<file path="src/rtl/uart_pkg.sv">
// Shared definitions for the UART receive path.
//  - rx_state_t     : receiver state encoding
//  - PAR_*          : parity_mode encodings
//  - clamp_clks_per_bit : forces the clocks-per-bit count to at least 4 so
//                     that the three majority samples (H-1, H, H+1) always
//                     fall inside one bit period.
package uart_pkg;

  typedef enum logic [2:0] {
    IDLE    = 3'd0,
    START   = 3'd1,
    DATA    = 3'd2,
    PAR     = 3'd3,
    STOP    = 3'd4,
    WAIT_HI = 3'd5
  } rx_state_t;

  localparam logic [1:0] PAR_NONE     = 2'b00;
  localparam logic [1:0] PAR_EVEN     = 2'b01;
  localparam logic [1:0] PAR_ODD      = 2'b10;
  localparam logic [1:0] PAR_NONE_ALT = 2'b11;

  localparam int unsigned MIN_CLKS_PER_BIT = 4;

  function automatic logic [63:0] clamp_clks_per_bit(input logic [63:0] n);
    return (n < 64'(MIN_CLKS_PER_BIT)) ? 64'(MIN_CLKS_PER_BIT) : n;
  endfunction

endpackage

</file>
<file path="src/rtl/uart_rx_fifo_fifo.sv">
// Synchronous show-ahead FIFO for received frames.
// Ports:
//  clk, reset   system clock, synchronous active-high reset
//  push, wdata  write request and entry; ignored when full unless a pop
//               happens in the same cycle
//  pop          read request; ignored when empty
//  rdata        head entry; holds the last head value while empty
//  full, empty  status flags from the extra pointer MSB
module rx_fifo #(
  parameter int WIDTH = 10,
  parameter int DEPTH = 4
) (
  input  logic             clk,
  input  logic             reset,
  input  logic             push,
  input  logic [WIDTH-1:0] wdata,
  input  logic             pop,
  output logic [WIDTH-1:0] rdata,
  output logic             full,
  output logic             empty
);

  localparam int AW = $clog2(DEPTH);

  logic [WIDTH-1:0] mem [DEPTH];
  logic [AW:0]      wr_ptr;
  logic [AW:0]      rd_ptr;
  logic [WIDTH-1:0] hold_q;
  logic             wr_en;
  logic             rd_en;

  assign empty = (wr_ptr == rd_ptr);
  assign full  = (wr_ptr[AW] != rd_ptr[AW]) && (wr_ptr[AW-1:0] == rd_ptr[AW-1:0]);
  assign rd_en = pop && !empty;
  // When full, a same-cycle pop frees the slot the write lands in.
  assign wr_en = push && (!full || rd_en);
  assign rdata = empty ? hold_q : mem[rd_ptr[AW-1:0]];

  always_ff @(posedge clk) begin
    if (reset) begin
      wr_ptr <= '0;
      rd_ptr <= '0;
      hold_q <= '0;
    end else begin
      if (wr_en) wr_ptr <= wr_ptr + (AW+1)'(1);
      if (rd_en) rd_ptr <= rd_ptr + (AW+1)'(1);
      // Track the head so the output stays stable once the FIFO drains.
      if (!empty) hold_q <= mem[rd_ptr[AW-1:0]];
    end
  end

  always_ff @(posedge clk) begin
    if (wr_en) mem[wr_ptr[AW-1:0]] <= wdata;
  end

endmodule

</file>
<file path="src/rtl/uart_rx_fifo.sv">
// UART receiver with runtime parity/stop selection, 3-sample majority
// voting, false-start rejection and a receive FIFO.
// Ports:
//  clk, reset      system clock, synchronous active-high reset
//  rx              asynchronous serial line (idles high)
//  rx_en           gates acceptance of new start bits
//  clk_count_bit   clocks per bit N (values below 4 act as 4)
//  parity_mode     00/11 none, 01 even, 10 odd
//  stop2           0 = one stop bit, 1 = two stop bits
//  rx_ready        consumer pops head when rx_valid & rx_ready
//  rx_valid        FIFO not empty
//  rx_data/rx_perr/rx_ferr  head entry
//  overrun         sticky dropped-frame flag, cleared by ovr_clr
//  busy            receiver state machine not idle
module uart_rx_fifo
  import uart_pkg::*;
#(
  parameter int DATA_W     = 8,
  parameter int CNT_W      = 32,
  parameter int FIFO_DEPTH = 4
) (
  input  logic              clk,
  input  logic              reset,
  input  logic              rx,
  input  logic              rx_en,
  input  logic [CNT_W-1:0]  clk_count_bit,
  input  logic [1:0]        parity_mode,
  input  logic              stop2,
  input  logic              rx_ready,
  output logic              rx_valid,
  output logic [DATA_W-1:0] rx_data,
  output logic              rx_perr,
  output logic              rx_ferr,
  output logic              overrun,
  input  logic              ovr_clr,
  output logic              busy
);

  rx_state_t         state;
  logic              sync_ff, rxs, rxs_d;
  logic [CNT_W-1:0]  cnt;
  logic [CNT_W-1:0]  n_q;
  logic [CNT_W-1:0]  half;
  logic [1:0]        pmode_q;
  logic              stop2_q;
  logic              s0, s1;
  logic [DATA_W-1:0] shreg;
  logic [3:0]        bit_cnt;
  logic              stop_idx;
  logic              perr_q, ferr_q;
  logic              fall, start_det, dec, bit_val;
  logic              par_en, odd_mode, data_par;
  logic              push, fifo_full, fifo_empty;
  logic [DATA_W+1:0] wdata, rdata;

  // Synchroniser: two flops into rxs, one more for edge detection
  always_ff @(posedge clk) begin
    if (reset) begin
      sync_ff <= 1'b1;
      rxs     <= 1'b1;
      rxs_d   <= 1'b1;
    end else begin
      sync_ff <= rx;
      rxs     <= sync_ff;
      rxs_d   <= rxs;
    end
  end

  assign fall      = rxs_d && !rxs;
  assign start_det = (state == IDLE) && rx_en && fall;
  assign half      = n_q >> 1;
  // Decision point: third sample is the live rxs at count H+1.
  assign dec       = (cnt == half + CNT_W'(1));
  assign bit_val   = (s0 & s1) | (s0 & rxs) | (s1 & rxs);
  assign par_en    = (pmode_q != PAR_NONE) && (pmode_q != PAR_NONE_ALT);
  assign odd_mode  = (pmode_q == PAR_ODD);
  assign data_par  = ^shreg;

  // Frame configuration, majority samples and data shift register
  always_ff @(posedge clk) begin
    if (start_det) begin
      n_q     <= CNT_W'(clamp_clks_per_bit(64'(clk_count_bit)));
      pmode_q <= parity_mode;
      stop2_q <= stop2;
    end
    if (state != IDLE && cnt == half - CNT_W'(1)) s0 <= rxs;
    if (state != IDLE && cnt == half)             s1 <= rxs;
    if (state == DATA && dec) shreg <= {bit_val, shreg[DATA_W-1:1]};
  end

  // Receiver state machine and bit timer
  always_ff @(posedge clk) begin
    if (reset) begin
      state    <= IDLE;
      cnt      <= '0;
      bit_cnt  <= '0;
      stop_idx <= 1'b0;
      perr_q   <= 1'b0;
      ferr_q   <= 1'b0;
      busy     <= 1'b0;
    end else begin
      if (state != IDLE) cnt <= (cnt == n_q - CNT_W'(1)) ? '0 : cnt + CNT_W'(1);
      case (state)
        IDLE: begin
          if (start_det) begin
            state <= START;
            cnt   <= '0;
            busy  <= 1'b1;
          end
        end
        START: begin
          if (dec) begin
            bit_cnt  <= '0;
            stop_idx <= 1'b0;
            perr_q   <= 1'b0;
            ferr_q   <= 1'b0;
            if (bit_val) begin
              state <= IDLE;
              busy  <= 1'b0;
            end else begin
              state <= DATA;
            end
          end
        end
        DATA: begin
          if (dec) begin
            if (bit_cnt == 4'(DATA_W - 1)) state <= par_en ? PAR : STOP;
            else                          bit_cnt <= bit_cnt + 4'd1;
          end
        end
        PAR: begin
          if (dec) begin
            perr_q <= odd_mode ? (bit_val == data_par) : (bit_val != data_par);
            state  <= STOP;
          end
        end
        STOP: begin
          if (dec) begin
            ferr_q <= ferr_q | ~bit_val;
            if (stop_idx == stop2_q) begin
              // A low last stop bit may be a break; wait for the line to recover.
              state <= bit_val ? IDLE : WAIT_HI;
              busy  <= ~bit_val;
            end else begin
              stop_idx <= 1'b1;
            end
          end
        end
        WAIT_HI: begin
          if (rxs) begin
            state <= IDLE;
            busy  <= 1'b0;
          end
        end
        default: begin
          state <= IDLE;
          busy  <= 1'b0;
        end
      endcase
    end
  end

  // Frame completion: push at the last stop bit decision
  assign push  = (state == STOP) && dec && (stop_idx == stop2_q);
  assign wdata = {perr_q, ferr_q | ~bit_val, shreg};

  rx_fifo #(
    .WIDTH (DATA_W + 2),
    .DEPTH (FIFO_DEPTH)
  ) u_fifo (
    .clk   (clk),
    .reset (reset),
    .push  (push),
    .wdata (wdata),
    .pop   (rx_ready),
    .rdata (rdata),
    .full  (fifo_full),
    .empty (fifo_empty)
  );

  assign rx_valid = !fifo_empty;
  assign rx_perr  = rdata[DATA_W+1];
  assign rx_ferr  = rdata[DATA_W];
  assign rx_data  = rdata[DATA_W-1:0];

  // A drop needs full with no pop; a drop beats a same-cycle clear.
  always_ff @(posedge clk) begin
    if (reset)                              overrun <= 1'b0;
    else if (push && fifo_full && !rx_ready) overrun <= 1'b1;
    else if (ovr_clr)                       overrun <= 1'b0;
  end

endmodule
</file>
<file path="config.mk">
export PLATFORM = sky130hd
export DESIGN_NAME = uart_rx_fifo
export DESIGN_NICKNAME = d
export VERILOG_FILES = /design/src/rtl/uart_pkg.sv /design/src/rtl/uart_rx_fifo_fifo.sv /design/src/rtl/uart_rx_fifo.sv
export SDC_FILE = /design/constraint.sdc
export NUM_CORES = 1
export LEC_CHECK = 0
export BUFFER_PORTS_ARGS = -buffer_cell sky130_fd_sc_hd__buf_2
export CORE_MARGIN = 2
export CORE_UTILIZATION = 67
export DETAILED_ROUTE_END_ITERATION = 7
export PLACE_DENSITY_LB_ADDON = 0.05
export SLEW_MARGIN = 20
export SYNTH_ARGS = -nofsm -noshare
export SYNTH_HDL_FRONTEND = slang
export SYNTH_HIERARCHICAL = 1
export SYNTH_SLANG_ARGS = --single-unit
export TNS_END_PERCENT = 20
</file>
<file path="constraint.sdc">
create_clock -name clk -period 5.6 [get_ports clk]
set_input_delay 0 -clock clk [delete_from_list [all_inputs] [get_ports clk]]
set_output_delay 0 -clock clk [all_outputs]
set_load 0.02 [all_outputs]
</file>
### Word-level counts from Yosys, hierarchy flattened

Memories as Yosys holds them, arrays and structs flattened. A register that Yosys moved wholly into a read port is not among the register bits.
Index checks and enable logic that the tools add are counted.

| word-level totals | value |
|---|---|
| bits in registers | 108 |
| bits in latches | 0 |
| bits in writable memories | 40 |
| memory bits (read-only) | 0 |
| logic and storage cells | 143 |
| memories | 1 |

| cells by class | value |
|---|---|
| add/subtract/negate cells | 7 |
| multiply operators | 0 |
| divide/modulo/power cells | 0 |
| magnitude comparators | 1 |
| equal/unequal tests | 29 |
| shifts and indexed selects | 0 |
| multiplexer cells | 43 |
| bitwise gates (word level) | 8 |
| reductions and logical operators | 34 |

Memory list:

| memory | words | width | rd ports | clocked after memory_dff | wr ports | line | RTL |
|---|---|---|---|---|---|---|---|
| u_fifo.mem | 4 | 10 | 1 | 1 | 1 | uart_rx_fifo_fifo.sv:25 | `logic [WIDTH-1:0] mem [DEPTH];` |

Operators by type and width:

| operator | number |
|---|---|
| $mux W32 | 4 |
| $eq A32 B32 Y1 | 3 |
| $add A31 B1 Y32 const B | 1 |
| $add A32 B1 Y32 const B | 1 |
| $eq A32 B31 Y1 | 1 |
| $lt A32 B3 Y1 const B | 1 |
| $sub A31 B1 Y32 const B | 1 |
| $sub A32 B1 Y32 const B | 1 |
| $mux W3 | 10 |
| $ne A2 B2 Y1 const B | 10 |
| $pmux W3 S6 | 1 |
| $mux W1 | 16 |
| $logic_and A1 B1 Y1 | 14 |
| $mux W4 | 3 |
| $mux W10 | 1 |
| $reduce_bool A2 Y1 | 5 |
| $pmux W4 S2 | 1 |
| $reduce_and A4 Y1 | 2 |
| $reduce_and A8 Y1 | 1 |
| $reduce_xor A8 Y1 | 1 |
| $reduce_and A7 Y1 | 1 |
| $add A3 B1 Y3 const B | 2 |
| $eq A3 B2 Y1 const B | 2 |
| $eq A3 B3 Y1 const B | 2 |
| 21 further kinds | 37 |

### Logic depth before layout (Yosys ltp)

| depth | value |
|---|---|
| depth after elaboration | 7 |
| mapped depth | 15 |
| depth with buffers taken out | 12 |

### Modules after synthesis

Netlist, hierarchy kept.

By module, submodules not included:

| module | times used | cells an instance | area each (sq um) | sequential area each (sq um) |
|---|---|---|---|---|
| uart_rx_fifo | 1 | 939 | 7,455.9 | 2,292.2 |
| rx_fifo | 1 | 163 | 2,399.8 | 1,561.5 |

### Least setup slack after synthesis

OpenSTA, ideal clock, no wires.

| path | value |
|---|---|
| kind | reg2reg |
| from | register n_q[1] |
| to | register u_fifo.wr_ptr[2] |
| library setup time | 0.121 ns |
| arrival | 3.584 ns |
| required time | 5.479 ns |
| slack | 1.895 ns |
| stages on the path, launching flop included | 14 |
| path buffers | 1 |
| clock period less this slack | 3.705 ns |
| cell sequence | edfxtp_1 > clkbuf_1 > inv_1 > ha_1 > xor2_1 > nor4bb_1 > o2111ai_1 > or3_1 > nor3b_1 > nand4_1 > nor2_1 > nand2_1 > a41oi_1 > mux2_2 |

| on the way | value |
|---|---|
| word-level cells in the longest chain between the ends | 5 |

Ends and longest elaborated chain:

| what | line | RTL |
|---|---|---|
| start: declaration | uart_rx_fifo.sv:42 | `logic [CNT_W-1:0] n_q;` |
| start signal: assignment | uart_rx_fifo.sv:82 | `n_q <= CNT_W'(clamp_clks_per_bit(64'(clk_count_bit)));` |
| $add A31 B1 Y32 | uart_rx_fifo.sv:73 | `assign dec = (cnt == half + CNT_W'(1));` |
| $eq A32 B32 Y1 | uart_rx_fifo.sv:73 |  |
| $logic_and A1 B1 Y1 (2 in series) | uart_rx_fifo.sv:164 | `assign push = (state == STOP) && dec && (stop_idx == stop2_q);` |
| net push | uart_rx_fifo.sv:53 | `logic push, fifo_full, fifo_empty;` |
| $logic_and A1 B1 Y1 | uart_rx_fifo_fifo.sv:36 | `assign wr_en = push && (!full \|\| rd_en);` |
| end signal: assignment | uart_rx_fifo_fifo.sv:45 | `if (wr_en) wr_ptr <= wr_ptr + (AW+1)'(1);` |
| end: declaration | uart_rx_fifo_fifo.sv:26 | `logic [AW:0] wr_ptr;` |

The timed path passes the listed nets, and every way through them passes these cells.
A chain may end at the register's enable or synchronous reset.

### Worst setup path after layout

| path | value |
|---|---|
| from | register n_q[2] |
| to | memory u_fifo.mem[1][6], enable pin |

| on the way | value |
|---|---|
| word-level cells in the longest chain between the ends | 7 |

Ends and longest elaborated chain:

| what | line | RTL |
|---|---|---|
| $add A31 B1 Y32 | uart_rx_fifo.sv:73 |  |
| $eq A32 B32 Y1 | uart_rx_fifo.sv:73 |  |
| $logic_and A1 B1 Y1 (2 in series) | uart_rx_fifo.sv:164 |  |
| net push | uart_rx_fifo.sv:53 |  |
| $logic_and A1 B1 Y1 | uart_rx_fifo_fifo.sv:36 |  |
| $mux W1 | uart_rx_fifo_fifo.sv:53 | `if (wr_en) mem[wr_ptr[AW-1:0]] <= wdata;` |
| $mux W1 (not written as such) | uart_rx_fifo_fifo.sv:53 |  |
| end: declaration | uart_rx_fifo_fifo.sv:25 |  |

The timed path passes the listed nets, and every way through them passes these cells.

==> flow_summary.ini <==
[status]
outcome = complete, no violations

[setup_path]
critical_path_class = reg -> reg
startpoint_type = register
arrival_ns = 4.33
cp.required_ns = 5.67
cp-end-kind = register
critPathMaxFanout = 12

[place]
dp_hpwl_um = 18600
port_buffers = 53
gp_congestion = 1.00
pre_cts_ws_ns = 1.44

[power]
p_int_uw = 2570
irDropWorstVdd_uv = 273
clock_power_share_pct = 27.3
power.total_uw = 4390
seqPwrFrac_pct = 39.1
p_comb_share_pct = 33.6
powerDensity_nw_per_um2 = 401
leakage_uw = 0.00383
power.switching_uw = 1820
switching_share_pct = 41.4

[logic_synthesis]
synth_edf_count = 85
ys_ff_latch = 150
ys_warn_count = 6
synthFlopType = edfxtp_1
postSynthCellCount = 1102
yosysSeqAreaShare_pct = 39.1
syn_area_um2 = 9860
async_flop_share_pct = 0
synth_cell_types = 76
syn_nets = 1154
syn_area_per_cell_um2 = 8.94

[die]
ios = 54
die-area_um2 = 15700
rows = 44
die_h_um = 125
die_w_um = 125
start_util_pct = 68.1
core_area_um2 = 14500

[grt]
grt_pass1_wl_um = 42700
overflow = 0
grt_use_total_pct = 34.2
grt_pass1_vias = 8287
grt_max_degree = 46
antenna_found_initial = 0

[routing]
drt_iter0_drc = 961
wl_met3_um = 1870
wire_per_inst_um = 20.4
drt-total-wl_um = 26600
wl_met1_um = 10600
via_per_inst = 6.70
drc_errors = 0
top_layer = met4
drtPass1Iterations = 6
met2_length_um = 13000
num_vias = 8731
ant_nets = 0

[sta]
period_minus_slack_ns = 4.26
drv_slew = 0
hold_viol_final = 0
finalCritPeriodShare_pct = 76.0
layout_setup_ws_ns = 1.34
whs_ns = 0.117
relSlewSlack_pct = 25.4
fmax_mhz = 235
setup_violations = 0
clock_skew_ns = 0.00855
finalSetupTns_ns = 0
rsz0062_at_grt = false
tightest_slew_ns = 1.12

[cts]
clk_latency_ns = 0.44
cts_buffers = 17
htreeDepth = 4
cts_root_buf = clkbuf_16
post_cts_resized = 0
cts.sinks = 150
post_cts_buffers = 0
clk_path_buf_depth = 2
cts_tree = done
clk_pin_slew_ns = 0.07

[finish]
seq_area_um2 = 3850
drive_above_1_share_pct = 12.2
fill_cells = 1020
area_growth_pct = 11.1
diodes = 0
fin_nets = 1159
multi_input_area_um2 = 5430

[job]
max_cap_violations = 0

[min_path]
hp-class = in -> reg
worst paths after layout:
kind / start / endpoint / slack, ns / cells after the start
max: n_q[2] / u_fifo/mem[1][6] / 1.34 / 11
min: reset / cnt[18] / 0.12 / 3
max reg2reg: n_q[2] / u_fifo/mem[1][6] / 1.34 / 11
min reg2reg: sync_ff / rxs / 0.44 / 1
metrics by stage:
stage	std cells	util [%]	instance area (um^2)
floorplan	1102	-	9860
global placement	1234	68.7	9940
detailed placement	1234	68.7	9940
finish	1304	75.6	11000
global route	1304	75.6	11000
CTS	1304	75.5	10900
power by group through the flow:
stage / Clock (uW) / Combinational [uW] / Sequential [uW]
final: 1200 / 1470 / 1720
after global routing: 1250 / 1600 / 1740
after CTS: 1210 / 1440 / 1700
after detailed placement: 0 / 1410 / 1720
after global placement: 0 / 1410 / 1720
after floorplan: 0 / 1320 / 1440
layout make-up:
type                       instances  area share [%]
multi-input combinational        807            49.6
sequential                       150            35.2
timing repair buffer              99            6.44
clock buffer                      17            3.88
tap                              184            2.10
clock inverter                    15            1.73
inverter                          32            1.10
what timing repair did:
| action | in CTS | in global routing |
|---|---|---|
| hold endpoints to repair | 37 | 0 |
| hold buffers | 38 | 0 |
| setup endpoints to repair | 0 | 0 |
flip-flops by register name, indices dropped and copies added (netlist names), 2 cells and up, named ones only:
register	cells
u_fifo/mem	40
u_fifo/wr_ptr	3
u_fifo/hold_q	10
pmode_q	2
u_fifo/rd_ptr	3
cnt	32
state	3
bit_cnt	4
shreg	8
n_q	32
Yosys cell counts, types with 6 or more instances:
library cell / instances / area, um^2
ha_1: 11 / 138
nand4_1: 48 / 300
mux4_2: 10 / 225
nand2b_1: 14 / 87.6
a21oi_1: 47 / 235
o21ai_1: 9 / 45.0
o21ai_0: 34 / 170
inv_1: 32 / 120
buf_1: 8 / 30.0
or2_2: 9 / 56.3
o31ai_1: 16 / 120
nand2_1: 81 / 304
a211oi_1: 6 / 45.0
a31oi_1: 14 / 87.6
nand3_1: 56 / 280
xnor2_1: 68 / 596
buf_2: 17 / 85.1
nor3_1: 38 / 190
and3_1: 15 / 93.8
xor2_1: 51 / 447
nor4_1: 34 / 213
a21o_1: 13 / 97.6
edfxtp_1: 85 / 2550
dfxtp_1: 65 / 1300
nor2_1: 63 / 236
o311ai_0: 9 / 78.8
or3_1: 28 / 175
o21a_1: 8 / 60.1
nor2b_1: 11 / 68.8
nor3b_1: 9 / 67.6
clkbuf_1: 82 / 308
mux2i_1: 8 / 80.1
worst max-delay path, cell delays in order, from the launching register on:
cell,delay (ns)
edfxtp_1,0.59
ha_1,0.32
nand3_1,0.09
o21ai_0,0.26
nor4bb_1,0.36
o2111ai_1,0.19
or3_1,0.39
nor3b_1,0.30
nand4_1,0.35
nor2_1,0.25
o41a_1,0.29
and2_1,0.49
cells in the final DEF (no fill, tap or decap), types with 6 or more instances in the layout:
master and count:
edfxtp_1 85, nand2_1 81, xnor2_1 67, dfxtp_1 65
nor2_1 62, nand3_1 56, buf_2 53, xor2_1 50
nand4_1 48, a21oi_1 47, dlygate4sd3_1 38, nor3_1 37
o21ai_0 34, nor4_1 34, inv_1 32, or3_1 28
clkbuf_16 17, o31ai_1 16, and3_1 15, nand2b_1 14
a31oi_1 14, a21o_1 13, nor2b_1 11, ha_1 11
mux4_2 10, nor3b_1 9, or2_2 9, o311ai_0 9
o21ai_1 9, mux2i_1 8, o21a_1 8, buf_4 8
a211oi_1 6
cell families (layout without fill, tap and decap cells):
kind of cell / Yosys count / in the layout / synth area share (%)
XOR/XNOR: 119 / 119 / 10.6
buffers and inverters: 145 / 163 / 6.12
AO/OA/AOI/OAI: 205 / 205 / 13.9
multiplexers: 24 / 24 / 3.82
AND/OR/NAND/NOR: 447 / 447 / 25.0
adder cells (fa/ha/maj): 12 / 12 / 1.50
flip-flops: 150 / 150 / 39.1
layer usage:
metal,track usage [%],up-vias
met1,43.2,4092
met5,0,-
met4,15.3,0
li1,-,4076
met3,5.39,99
met2,58.4,464
Power figures use the tool's default switching activity.
